File: config.mk
export PLATFORM = sky130hd
export DESIGN_NAME = div_seq_ctrl
export DESIGN_NICKNAME = d
export VERILOG_FILES = /design/src/rtl/div_seq_ctrl.sv
export SDC_FILE = /design/constraint.sdc
export NUM_CORES = 1
export LEC_CHECK = 0
export CORE_UTILIZATION = 43
export CTS_CLUSTER_DIAMETER = 120
export DETAILED_ROUTE_END_ITERATION = 8
export PLACE_DENSITY = 0.86
export SYNTH_ARGS = -nofsm -noshare
export SYNTH_HDL_FRONTEND = slang
export SYNTH_SLANG_ARGS = --single-unit
File: constraint.sdc
create_clock -name clk -period 7.85 [get_ports clk]
set_input_delay 1.1775 -clock clk [delete_from_list [all_inputs] [get_ports clk]]
set_output_delay 1.1775 -clock clk [all_outputs]
set_load 0.01 [all_outputs]
File: src/rtl/div_seq_ctrl.sv
// div_seq_ctrl: EX-stage sequencer for the multi-cycle RV32M divider (DIV/DIVU/REM/REMU).
// Define DIV_REUSE_EN to add a one-entry buffer that answers a repeated {a, b, signedness} without the divider.
module div_seq_ctrl #(
    parameter int DATA_WIDTH = 32,
    parameter int TAG_WIDTH  = 5
) (
    input  logic                  clk,
    input  logic                  rst,
    input  logic                  req_valid,
    input  logic [1:0]            req_op,
    input  logic [DATA_WIDTH-1:0] req_a,
    input  logic [DATA_WIDTH-1:0] req_b,
    input  logic [TAG_WIDTH-1:0]  req_rd,
    input  logic                  flush,
    output logic                  stall,
    output logic                  resp_valid,
    output logic [DATA_WIDTH-1:0] resp_data,
    output logic [TAG_WIDTH-1:0]  resp_rd,
    output logic                  div_start,
    output logic [DATA_WIDTH-1:0] div_a,
    output logic [DATA_WIDTH-1:0] div_b,
    output logic                  div_signed,
    input  logic [DATA_WIDTH-1:0] div_q,
    input  logic [DATA_WIDTH-1:0] div_r,
    input  logic                  div_ready,
    output logic [2:0]            dbg_state
);

    // Handshakes: EX holds req_valid (and its operands) until stall drops; a request is taken in
    // IDLE when req_valid & ~flush. div_start is a one-cycle command, div_ready a level completion
    // that is only trusted from the cycle after div_start. resp_valid is a one-cycle strobe.

    typedef enum logic [2:0] {
        S_IDLE  = 3'd0,
        S_ISSUE = 3'd1,
        S_WAIT  = 3'd2,
        S_DONE  = 3'd3,
        S_DRAIN = 3'd4
    } state_t;

    state_t state;
    state_t state_nxt;

    logic                  sel_rem;
    logic [TAG_WIDTH-1:0]  rd_q;
    logic                  accept;
    logic                  wait_done;
    logic                  reuse_hit;
    logic [DATA_WIDTH-1:0] reuse_q;
    logic [DATA_WIDTH-1:0] reuse_r;

    assign accept    = (state == S_IDLE) && req_valid && !flush;
    assign wait_done = (state == S_WAIT) && div_ready && !flush;
    assign dbg_state = state;

    // State register
    always_ff @(posedge clk or posedge rst) begin
        if (rst) begin
            state <= S_IDLE;
        end else begin
            state <= state_nxt;
        end
    end

    // Next-state logic
    always_comb begin
        state_nxt = state;
        case (state)
            S_IDLE: begin
                if (accept) begin
                    state_nxt = reuse_hit ? S_DONE : S_ISSUE;
                end
            end
            S_ISSUE: begin
                state_nxt = flush ? S_IDLE : S_WAIT;
            end
            S_WAIT: begin
                // A flush that coincides with completion has nothing left to drain.
                if (flush) begin
                    state_nxt = div_ready ? S_IDLE : S_DRAIN;
                end else if (div_ready) begin
                    state_nxt = S_DONE;
                end
            end
            S_DONE: begin
                state_nxt = S_IDLE;
            end
            S_DRAIN: begin
                if (div_ready) begin
                    state_nxt = S_IDLE;
                end
            end
            default: begin
                state_nxt = S_IDLE;
            end
        endcase
    end

    // Output logic
    always_comb begin
        div_start  = 1'b0;
        resp_valid = 1'b0;
        stall      = 1'b0;
        case (state)
            S_IDLE: begin
                stall = req_valid && !flush;
            end
            S_ISSUE: begin
                div_start = !flush;
                stall     = 1'b1;
            end
            S_WAIT: begin
                stall = 1'b1;
            end
            S_DONE: begin
                resp_valid = !flush;
            end
            S_DRAIN: begin
                stall = req_valid;
            end
            default: begin
                stall = 1'b0;
            end
        endcase
    end

    // Request capture; the divider operands stay put until the next acceptance.
    always_ff @(posedge clk or posedge rst) begin
        if (rst) begin
            sel_rem    <= 1'b0;
            rd_q       <= '0;
            div_a      <= '0;
            div_b      <= '0;
            div_signed <= 1'b0;
        end else if (accept) begin
            sel_rem    <= req_op[1];
            rd_q       <= req_rd;
            div_a      <= req_a;
            div_b      <= req_b;
            div_signed <= ~req_op[0];
        end
    end

    // Result registers, loaded on entry to DONE and held otherwise.
    always_ff @(posedge clk or posedge rst) begin
        if (rst) begin
            resp_data <= '0;
            resp_rd   <= '0;
        end else if (wait_done) begin
            resp_data <= sel_rem ? div_r : div_q;
            resp_rd   <= rd_q;
        end else if (accept && reuse_hit) begin
            resp_data <= req_op[1] ? reuse_r : reuse_q;
            resp_rd   <= req_rd;
        end
    end

`ifdef DIV_REUSE_EN
    logic                  rb_valid;
    logic [DATA_WIDTH-1:0] rb_a;
    logic [DATA_WIDTH-1:0] rb_b;
    logic                  rb_signed;
    logic [DATA_WIDTH-1:0] rb_q;
    logic [DATA_WIDTH-1:0] rb_r;

    // Both q and r are kept so a DIV followed by REM of the same operands hits.
    always_ff @(posedge clk or posedge rst) begin
        if (rst) begin
            rb_valid  <= 1'b0;
            rb_a      <= '0;
            rb_b      <= '0;
            rb_signed <= 1'b0;
            rb_q      <= '0;
            rb_r      <= '0;
        end else if (wait_done) begin
            rb_valid  <= 1'b1;
            rb_a      <= div_a;
            rb_b      <= div_b;
            rb_signed <= div_signed;
            rb_q      <= div_q;
            rb_r      <= div_r;
        end
    end

    assign reuse_hit = rb_valid && (rb_a == req_a) && (rb_b == req_b) && (rb_signed == ~req_op[0]);
    assign reuse_q   = rb_q;
    assign reuse_r   = rb_r;
`else
    assign reuse_hit = 1'b0;
    assign reuse_q   = '0;
    assign reuse_r   = '0;
`endif

endmodule

* Word-level counts from Yosys, hierarchy flattened *
Index checks and enable logic that the tools add are counted.

storage, ports and cells
  input port bits = 140
  logic and storage cells = 36
  bits in registers = 111

cells by class
  bitwise logic cells = 1
  eq/ne operators = 7
  mux-type cells = 11
  reduce and logical (&&, ||, !) cells = 9

operator list
  kind                                                             number
  32-bit 2-to-1 mux                                                1
  3-bit 2-to-1 mux                                                 5
  3-bit case mux with 4 select lines                               1
  3-bit by 2-bit == test with 1-bit output, second input constant  2
  1-bit logical AND                                                5
  2-bit != test, second input constant                             2
  3-bit by 1-bit == test with 1-bit output, second input constant  1
  3-bit == test, second input constant                             1
  3-bit zero test                                                  1
  3-bit != test, second input constant                             1
  1-bit case mux with 3 select lines                               1
  3-bit AND reduction                                              1
  1-bit 2-to-1 mux                                                 2
  2-bit 2-to-1 mux                                                 1
  2-bit OR reduction                                               1
  1-bit zero test                                                  1
  1-bit inverter                                                   1

* Logic depth before layout (Yosys ltp) *
Gate-level depths: netlist (run 1).

  word-level depth = 5
  gate-level depth with buffers = 5

* Least setup slack after synthesis (run 1) *
No wires, ideal clock.

  path type = input port to output port
  from = in flush
  to = out div_start
  path buffers = 0
  stages on the path = 1
  arrival time = 1662 ps
  required time = 6673 ps
  slack = 5011 ps
  path through = nor4b_1

between the ends
  cells in the longest elaborated chain, start to end = 2

ends and longest elaborated chain
  item                line  RTL
  start: declaration  14    input logic flush,
  1-bit zero test     109   div_start = !flush;
  1-bit 2-to-1 mux    104   case (state)
  end: declaration    19    output logic div_start,

No other way between the ends.

* Final worst setup path (run 1) *
  from = in flush
  to = out stall

between the ends
  cells in the longest elaborated chain, start to end = 3

ends and longest elaborated chain
  item                                line  RTL
  1-bit zero test                     106   stall = req_valid && !flush;
  1-bit logical AND                   106
  1-bit case mux with 3 select lines  104
  end: declaration                    15    output logic stall,

No other way between the ends.

==> results of run 1 <==
worst max path at each step:
stage | end | cells past startpoint | slack (ns) | start
after CTS | stall | 5 | 3.98 | flush
final | stall | 5 | 3.98 | flush
after floorplan | dbg_state[0] | 1 | 3.74 | rst
after global routing | stall | 5 | 3.92 | flush
after global placement | stall | 5 | 4.01 | flush
after detailed placement | stall | 5 | 3.99 | flush
synth_stat cells (2+ instances only):
| master | count |
|---|---|
| dfrtp_1 | 111 |
| mux2_2 | 109 |
| mux2_4 | 30 |
| buf_6 | 8 |
| a21oi_1 | 3 |
| and2b_2 | 3 |
| buf_12 | 3 |
| inv_1 | 3 |
| buf_2 | 2 |
| clkbuf_1 | 2 |
| nor3_1 | 2 |
routing by layer:
metal  vias to the layer above  share of wire (%)
li1                       1498                  -
met1                      1574                 37
met2                       144                 52
met3                        17                8.5
met4                         0                2.0
met5                         -                  0
per-stage QoR:
stage,worst slack [ns],total power (uW),utilization (%),hold slack (ns)
CTS,3.98,2290,69.3,0.514
floorplan,3.74,1340,-,0.476
global route,3.92,2380,69.3,0.524
detailed placement,3.99,1900,67.1,0.491
finish,3.98,2260,69.3,0.513
global placement,4.01,1870,67.1,0.483
state kept, by name, indices dropped and copies added (netlist names):
signal      flops
div_a          32
resp_data      32
resp_rd         5
sel_rem         1
div_b          32
dbg_state       3
div_signed      1
rd_q            5
kinds of logic (layout without fill, tap and decap cells):
group                     after synthesis  count (layout)  synth area share, %
AOI/OAI and AO/OA                       5               5                0.654
buffers and inverters                  18             268                 3.74
muxes                                 140             140                 35.3
xor gates and xnor gates                1               1                0.183
DFF                                   111             111                 58.1
and+or+nand+nor                        11              11                 2.02
where the power goes:
| part | internal [uW] | leakage (uW) | switching, uW | total [uW] |
|---|---|---|---|---|
| logic | 652 | 0.00169 | 314 | 966 |
| registers | 782 | 0.00133 | 133 | 915 |
| clock network | 197 | 0.000120 | 183 | 380 |
cell type report:
class | count | area share [%]
sequential | 111 | 37.0
timing repair buffer | 249 | 33.1
multi-input combinational | 157 | 24.3
tap | 140 | 2.33
clock buffer | 11 | 2.02
clock inverter | 5 | 1.05
inverter | 3 | 0.183
==> flow_metrics.env, run 1 <==
export IMPL_reg2reg_slack_ns=5.75
export IMPL_grt_pass1_vias=3524
export IMPL_dp_cells=660
export IMPL_grt_total_usage_pct=20.2
export IMPL_synth_edf_count=0
export IMPL_drt_iter0_drc=86
export IMPL_final_cell_mix="clkdlybuf4s50_1 (247), dfrtp_1 (111), mux2_2 (109)"
export IMPL_max_clock_freq_ghz=0.258
export IMPL_overflow=0
export IMPL_grt_pass1_wl_mm=17.7
export IMPL_max_cap_violations=0
export IMPL_hold_path_class="flop to flop"
export IMPL_cts_resized=0
export IMPL_final_common_cell="clkdlybuf4s50_1"
export IMPL_stdcell_area_sq_um=7510
export IMPL_busiest_layer="met2"
export IMPL_cts_buffers=9
export IMPL_first_pass_iters=4
export IMPL_avgViaCountPerCell=4.78
export IMPL_die_y_um=107
export IMPL_powerDensity_nw_per_um2=301
export IMPL_worstMarginPinSlew_ns=1.30
export IMPL_path_class="primary input to primary output"
export IMPL_fin_crit_sh_pct=49.3
export IMPL_start_kind="primary input"
export IMPL_setup_violations=0
export IMPL_r2r_end="div_a[11]"
export IMPL_irDropWorstVdd_v=0.000179
export IMPL_cpMaxStageDelayCell="clkdlybuf4s50_1"
export IMPL_cts_tree="done"
export IMPL_cpPeakStageDelay_ns=0.59
export IMPL_synth_async_reset_ratio_pct=100
export IMPL_use_met1_pct=21.7
export IMPL_ant_nets=0
export IMPL_yosysWarningCount=0
export IMPL_die_area_sq_um=11500
export IMPL_cts_buffer_depth=2
export IMPL_r2r_start="dbg_state[1]"
export IMPL_relSlewSlack_pct=13.4
export IMPL_pin_count=248
export IMPL_synth_top_area_share_pct=58.1
export IMPL_rsz0062_at_grt="false"
export IMPL_cp_end_kind="primary output"
export IMPL_grt_met2_usage_pct=36.5
export IMPL_placed_cell_area_sq_um=7280
export IMPL_syn_nets=426
export IMPL_crit_top_cell="clkdlybuf4s50_1"
export IMPL_core_area_sq_um=10800
export IMPL_yosys_top_cells_area="dfrtp_1 (58%), mux2_2 (26%), mux2_4 (9.4%)"
export IMPL_r2r_cells=4
export IMPL_vias=3233
export IMPL_cellLeakagePower_uw=0.00313
export IMPL_routed_wl_mm=11.3
export IMPL_seq_area_sq_um=2780
export IMPL_postCtsSetupBuffers=0
export IMPL_cp_top_family="buffers and inverters"
export IMPL_hold_path_depth=1
export IMPL_synthToLayoutAreaGrowth_pct=57.1
export IMPL_clk_latency_ns=0.36
export IMPL_cts_root_buffer="clkbuf_8"
export IMPL_row_count=38
export IMPL_ys_seq_area_share_pct=58.1
export IMPL_wl_per_cell_um=16.7
export IMPL_status="complete, no violations"
export IMPL_hold_violations=0
export IMPL_cp_num_buf_inv=3
export IMPL_place_congestion=0.754
export IMPL_die_width_um=107
export IMPL_drive_above_1_share_pct=31.0
export IMPL_num_antenna_cells=0
export IMPL_worst_path_max_fanout=6
export IMPL_synth_avg_cell_area_sq_um=16.7
export IMPL_synth_area_sq_um=4780
export IMPL_slew_violations=0
export IMPL_cp_arrival_ns=2.69
export IMPL_antenna_found_initial=0
export IMPL_cp_cell_sequence="clkdlybuf4s50_1 -> inv_1 -> a21oi_1 -> o32ai_1 -> clkdlybuf4s50_1"
export IMPL_grt_max_degree=84
export IMPL_synthCells=286
export IMPL_dp_hpwl_mm=8.47
export IMPL_clk_pin_slew_worst_paths_ns=0.10
export IMPL_postCtsHoldBufs=0
export IMPL_fin_crit_ns=3.87
export IMPL_synth_ff_type="dfrtp_1"
export IMPL_htreeDepth=3
export IMPL_met3_usage_pct=5.99
export IMPL_fill_cells=764
export IMPL_synth_cell_types=21
export IMPL_final_setup_tns_ns=0
export IMPL_multi_input_area_sq_um=1820
export IMPL_io_buffers=247
export IMPL_nets=671
export IMPL_initial_core_util_pct=44.1
export IMPL_hold_start="div_a[9]"
export IMPL_hold_path_end="div_a[9]"
export IMPL_ys_seq_elements=111
export IMPL_final_cell_count_no_fill=676
export IMPL_cts_sinks=111
export IMPL_drc=0
export IMPL_worstPathRequired_ns=6.67
export IMPL_skew_ns=0.00480
export IMPL_yosys_area_top_type="dfrtp_1"
No activity file was read; power rests on OpenSTA's default activity.
==> run 2: changes to the inputs <==
--- a/config.mk
+++ b/config.mk
@@ -5,10 +5,10 @@
 export SDC_FILE = /design/constraint.sdc
 export NUM_CORES = 1
 export LEC_CHECK = 0
-export CORE_UTILIZATION = 43
+export CORE_UTILIZATION = 40
 export CTS_CLUSTER_DIAMETER = 120
 export DETAILED_ROUTE_END_ITERATION = 8
-export PLACE_DENSITY = 0.86
+export PLACE_DENSITY = 0.81
 export SYNTH_ARGS = -nofsm -noshare
 export SYNTH_HDL_FRONTEND = slang
 export SYNTH_SLANG_ARGS = --single-unit
==> constraint.sdc (replaced) <==
create_clock -name clk -period 3.94 [get_ports clk]
set_input_delay 0.591 -clock clk [delete_from_list [all_inputs] [get_ports clk]]
set_output_delay 0.591 -clock clk [all_outputs]
set_load 0.01 [all_outputs]
==> flow_metrics.env, run 2 (synthesis results as in run 1) <==
export IMPL_status="finished, violations left"
export IMPL_violations="design-rule violations"
export IMPL_cts_root_buffer="clkbuf_16"
export IMPL_core_area_sq_um=11500
export IMPL_wl_per_cell_um=17.0
export IMPL_vias=3284
export IMPL_p_seq_share_pct=38.8
export IMPL_worstMarginPinSlew_ns=1.26
export IMPL_critPathCapture="stall"
export IMPL_num_antenna_cells=0
export IMPL_cts_buffers=9
export IMPL_dp_hpwl_mm=8.53
export IMPL_r2r_cells=3
export IMPL_fill_cells=870
export IMPL_crit_start="flush"
export IMPL_grt_max_degree=88
export IMPL_fin_crit_sh_pct=68.8
export IMPL_top_regs="div_a x32, div_b x32, resp_data x32"
export IMPL_grt_pass1_vias=3632
export IMPL_relSlewSlack_pct=15.9
export IMPL_final_cell_count_no_fill=678
export IMPL_ant_nets=0
export IMPL_p_sw_uw=1280
export IMPL_place_congestion=0.726
export IMPL_antenna_found_initial=0
export IMPL_slew_violations=0
export IMPL_grt_pass1_wl_mm=18.6
export IMPL_cts_buffer_depth=2
export IMPL_max_cap_violations=0
export IMPL_die_area_sq_um=12400
export IMPL_first_pass_iters=6
export IMPL_postCtsSetupBuffers=0
export IMPL_hold_start="div_a[24]"
export IMPL_holdWs_ns=0.504
export IMPL_start_kind="primary input"
export IMPL_final_setup_tns_ns=0
export IMPL_die_y_um=111
export IMPL_final_common_cell="clkdlybuf4s50_1"
export IMPL_path_class="primary input to primary output"
export IMPL_fin_util_pct=66.0
export IMPL_io_buffers=247
export IMPL_row_count=39
export IMPL_nets=671
export IMPL_cp_arrival_ns=2.12
export IMPL_swShare_pct=27.1
export IMPL_r2r_start="dbg_state[1]"
export IMPL_cellLeakagePower_uw=0.00318
export IMPL_grt_total_usage_pct=19.3
export IMPL_initial_core_util_pct=41.5
export IMPL_dp_cells=663
export IMPL_clk_latency_ns=0.34
export IMPL_worst_path_max_fanout=6
export IMPL_irDropWorstVdd_v=0.000445
export IMPL_drive_above_1_share_pct=30.7
export IMPL_setup_violations=0
export IMPL_overflow=0
export IMPL_clock_power_share_pct=20.3
export IMPL_rsz0062_at_grt="false"
export IMPL_final_cell_mix="clkdlybuf4s50_1 (247), dfrtp_1 (111), mux2_2 (109)"
export IMPL_avgViaCountPerCell=4.84
export IMPL_skew_ns=0.00607
export IMPL_cts_tree="done"
export IMPL_cp_end_kind="primary output"
export IMPL_reg2reg_slack_ns=1.90
export IMPL_die_width_um=111
export IMPL_pin_count=248
export IMPL_max_clock_freq_ghz=0.369
export IMPL_postCtsHoldBufs=0
export IMPL_fin_crit_ns=2.71
export IMPL_worstPathRequired_ns=3.35
export IMPL_drc=32
export IMPL_pwr_share_comb_pct=40.9
export IMPL_routed_wl_mm=11.5
export IMPL_synthToLayoutAreaGrowth_pct=59.0
export IMPL_drt_iter0_drc=113
export IMPL_hold_violations=0
export IMPL_p_int_uw=3430
export IMPL_htreeDepth=3
export IMPL_cts_resized=0
export IMPL_cts_sinks=111
export IMPL_clk_pin_slew_worst_paths_ns=0.07
export IMPL_hold_path_class="flop to flop"
export IMPL_powerDensity_nw_per_um2=619
export IMPL_r2r_end="div_a[28]"
export IMPL_power_total_uw=4710
[run 2: cell types whose count changed in the layout (fill, tap and decap cells not counted), sizes merged]
| cell | change |
|---|---|
| inv | -1 |
[run 2: worst min-delay path by stage]
stage | cells past startpoint | endpoint | slack, ns
floorplan | 1 | resp_rd[0] | 0.48
global placement | 1 | resp_rd[4] | 0.49
CTS | 1 | div_a[24] | 0.51
global route | 1 | div_b[23] | 0.51
detailed placement | 1 | div_b[29] | 0.49
finish | 1 | div_a[24] | 0.50
[run 2: area by class of cell]
cell class              count  area (sq um)  area share, %
clock inverters             4          70.1          0.922
inverters                   3          13.8          0.181
well taps                 143           179           2.35
multi-input cells         157          1830           24.1
clock buffers              11           243           3.19
flip-flops and latches    111          2780           36.5
repair buffers            249          2490           32.7
[run 2: power by group through the flow]
stage | Clock (uW) | Combinational, uW | Sequential (uW)
detailed placement | 0 | 1940 | 1850
finish | 955 | 1920 | 1830
floorplan | 0 | 687 | 1980
global route | 1030 | 2030 | 1880
global placement | 0 | 1910 | 1820
CTS | 990 | 1950 | 1830
[run 2: critical path: stages]
cell	delay, ns
clkdlybuf4s50_1	0.55
inv_1	0.10
a21oi_1	0.06
o32ai_1	0.24
clkdlybuf4s50_1	0.58
[run 2: per-stage QoR]
step                area (sq um)  worst slack (ns)
floorplan                   4780             0.418
global placement            7290              1.26
detailed placement          7290              1.24
CTS                         7600              1.23
global route                7600              1.16
finish                      7600              1.23
[run 2: routing by layer]
layer | up-vias | routed length [um] | global-route usage (%)
li1 | 1499 | - | -
met1 | 1618 | 4170 | 19.8
met2 | 153 | 6070 | 34.9
met3 | 14 | 1080 | 9.24
met4 | 0 | 199 | 5.23
met5 | - | 0 | 0
==> run 3: changes to the inputs <==
--- a/config.mk
+++ b/config.mk
@@ -5,10 +5,10 @@
 export SDC_FILE = /design/constraint.sdc
 export NUM_CORES = 1
 export LEC_CHECK = 0
-export CORE_UTILIZATION = 40
+export CORE_UTILIZATION = 36
 export CTS_CLUSTER_DIAMETER = 120
 export DETAILED_ROUTE_END_ITERATION = 8
-export PLACE_DENSITY = 0.81
+export PLACE_DENSITY = 0.77
 export SYNTH_ARGS = -nofsm -noshare
 export SYNTH_HDL_FRONTEND = slang
 export SYNTH_SLANG_ARGS = --single-unit
==> constraint.sdc (replaced) <==
create_clock -name clk -period 2.3 [get_ports clk]
set_input_delay 0.345 -clock clk [delete_from_list [all_inputs] [get_ports clk]]
set_output_delay 0.345 -clock clk [all_outputs]
set_load 0.01 [all_outputs]
==> flow_metrics.env, run 3 (synthesis results as in run 1) <==
export IMPL_dp_cells=700
export IMPL_wl_per_cell_um=16.3
export IMPL_worstPathRequired_ns=1.96
export IMPL_dp_hpwl_mm=8.69
export IMPL_seq_area_sq_um=2780
export IMPL_top_regs="div_a x32, div_b x32, resp_data x32"
export IMPL_clk_pin_slew_worst_paths_ns=0.07
export IMPL_clk_latency_ns=0.35
export IMPL_start_kind="flop"
export IMPL_drc=0
export IMPL_drive_above_1_share_pct=31.9
export IMPL_cts_buffer_depth=2
export IMPL_initial_core_util_pct=37.4
export IMPL_nets=679
export IMPL_place_congestion=0.744
export IMPL_slew_violations=0
export IMPL_ant_nets=0
export IMPL_fin_util_pct=60.5
export IMPL_overflow=0
export IMPL_grt_pass1_wl_mm=17.9
export IMPL_fin_crit_sh_pct=92.1
export IMPL_placed_cell_area_sq_um=7420
export IMPL_grt_pass1_vias=3559
export IMPL_r2r_start="dbg_state[1]"
export IMPL_powerDensity_nw_per_um2=1040
export IMPL_antenna_found_initial=0
export IMPL_routed_wl_mm=11.6
export IMPL_avgViaCountPerCell=4.60
export IMPL_core_area_sq_um=12800
export IMPL_cpMaxStageDelayCell="clkdlybuf4s50_1"
export IMPL_num_antenna_cells=0
export IMPL_cp_arrival_ns=1.77
export IMPL_htreeDepth=3
export IMPL_max_cap_violations=0
export IMPL_relSlewSlack_pct=58.8
export IMPL_cp_end_kind="primary output"
export IMPL_rsz0062_at_grt="false"
export IMPL_met2_length_mm=5.85
export IMPL_first_pass_iters=4
export IMPL_pin_count=248
export IMPL_drt_iter0_drc=124
export IMPL_final_cell_count_no_fill=715
export IMPL_path_class="flop to primary output"
export IMPL_hold_violations=0
export IMPL_die_width_um=117
export IMPL_worst_path_max_fanout=9
export IMPL_final_setup_tns_ns=0
export IMPL_wl_met3_mm=1.22
export IMPL_grt_total_usage_pct=17.4
export IMPL_fin_crit_ns=2.12
export IMPL_worstMarginPinSlew_ns=0.618
export IMPL_r2r_cells=4
export IMPL_row_count=41
export IMPL_irDropWorstVdd_v=0.000474
export IMPL_stdcell_area_sq_um=7720
export IMPL_final_cell_mix="clkdlybuf4s50_1 (246), dfrtp_1 (111), mux2_2 (109)"
export IMPL_skew_ns=0.00650
export IMPL_fill_cells=978
export IMPL_hold_path_class="primary input to asynchronous set/reset pin"
export IMPL_cts_tree="done"
export IMPL_vias=3291
export IMPL_final_common_cell="clkdlybuf4s50_1"
export IMPL_cts_buffers=9
export IMPL_die_y_um=117
export IMPL_cpPeakStageDelay_ns=0.59
export IMPL_setup_violations=0
export IMPL_multi_input_area_sq_um=1820
export IMPL_die_area_sq_um=13700
export IMPL_highest_layer="met4"
export IMPL_status="complete, no violations"
export IMPL_grt_max_degree=112
export IMPL_cellLeakagePower_uw=0.00322
export IMPL_synthToLayoutAreaGrowth_pct=61.6
export IMPL_cts_sinks=111
export IMPL_postCtsSetupBuffers=0
export IMPL_cts_root_buffer="clkbuf_16"
export IMPL_power_total_uw=8030
export IMPL_cp_cell_sequence="nor4b_1 -> clkdlybuf4s50_1"
export IMPL_r2r_end="div_b[16]"
export IMPL_wl_met1_mm=4.32
export IMPL_io_buffers=247
export IMPL_reg2reg_slack_ns=0.55
export IMPL_max_clock_freq_ghz=0.472
run 3: cell types whose count changed in the layout (fill, tap and decap cells not counted), sizes merged:
cell           previous run  this run
inv                       3         4
clkbuf                   11        10
clkinvlp                  0         1
clkdlybuf4s50           247       246
buf                       2        10
dlymetal6s2s              0         1
bufinv                    2         1
run 3: critical path, delay by kind of cell, from the launching register on:
kind,cells,cell delay [ns]
buf+inv,1,0.59
flops,1,0.49
simple gates,1,0.35
run 3: layer usage:
metal / vias to the layer above / GRT usage (%)
li1: 1518 / -
met1: 1603 / 19.2
met2: 152 / 30.0
met3: 18 / 6.54
met4: 0 / 7.76
met5: - / 0
run 3: report_power, final:
part,switching (uW),internal (uW)
clock network,695,880
logic,1130,2250
registers,405,2680
run 3: area by class of cell:
cell class / count / area share [%]
timing repair buffer: 257 / 33.5
inverter: 3 / 0.194
clock buffer: 10 / 3.09
tap: 172 / 2.79
multi-input combinational: 157 / 23.6
clock inverter: 5 / 0.842
sequential: 111 / 36.0
run 3: what timing repair did:
item	in CTS	in global routing
hold endpoints to repair	0	0
gates resized for setup	0	1
hold buffers	0	0
setup endpoints to repair	0	1
run 3: per-stage QoR:
step,hold WS [ns],worst slack (ns)
final,0.477,0.182
after global routing,0.519,0.0407
after CTS,0.504,0.0380
after detailed placement,0.491,0.150
after global placement,0.480,0.177
after floorplan,0.416,0.612
run 3: worst max path at each step:
stage,startpoint,endpoint,slack [ns],cells after the start
floorplan,rst,dbg_state[0],0.61,1
global placement,req_valid,stall,0.18,5
detailed placement,flush,resp_data[13],0.15,6
CTS,dbg_state[1],stall,0.04,4
global route,dbg_state[0],div_start,0.04,2
finish,dbg_state[2],div_start,0.18,2
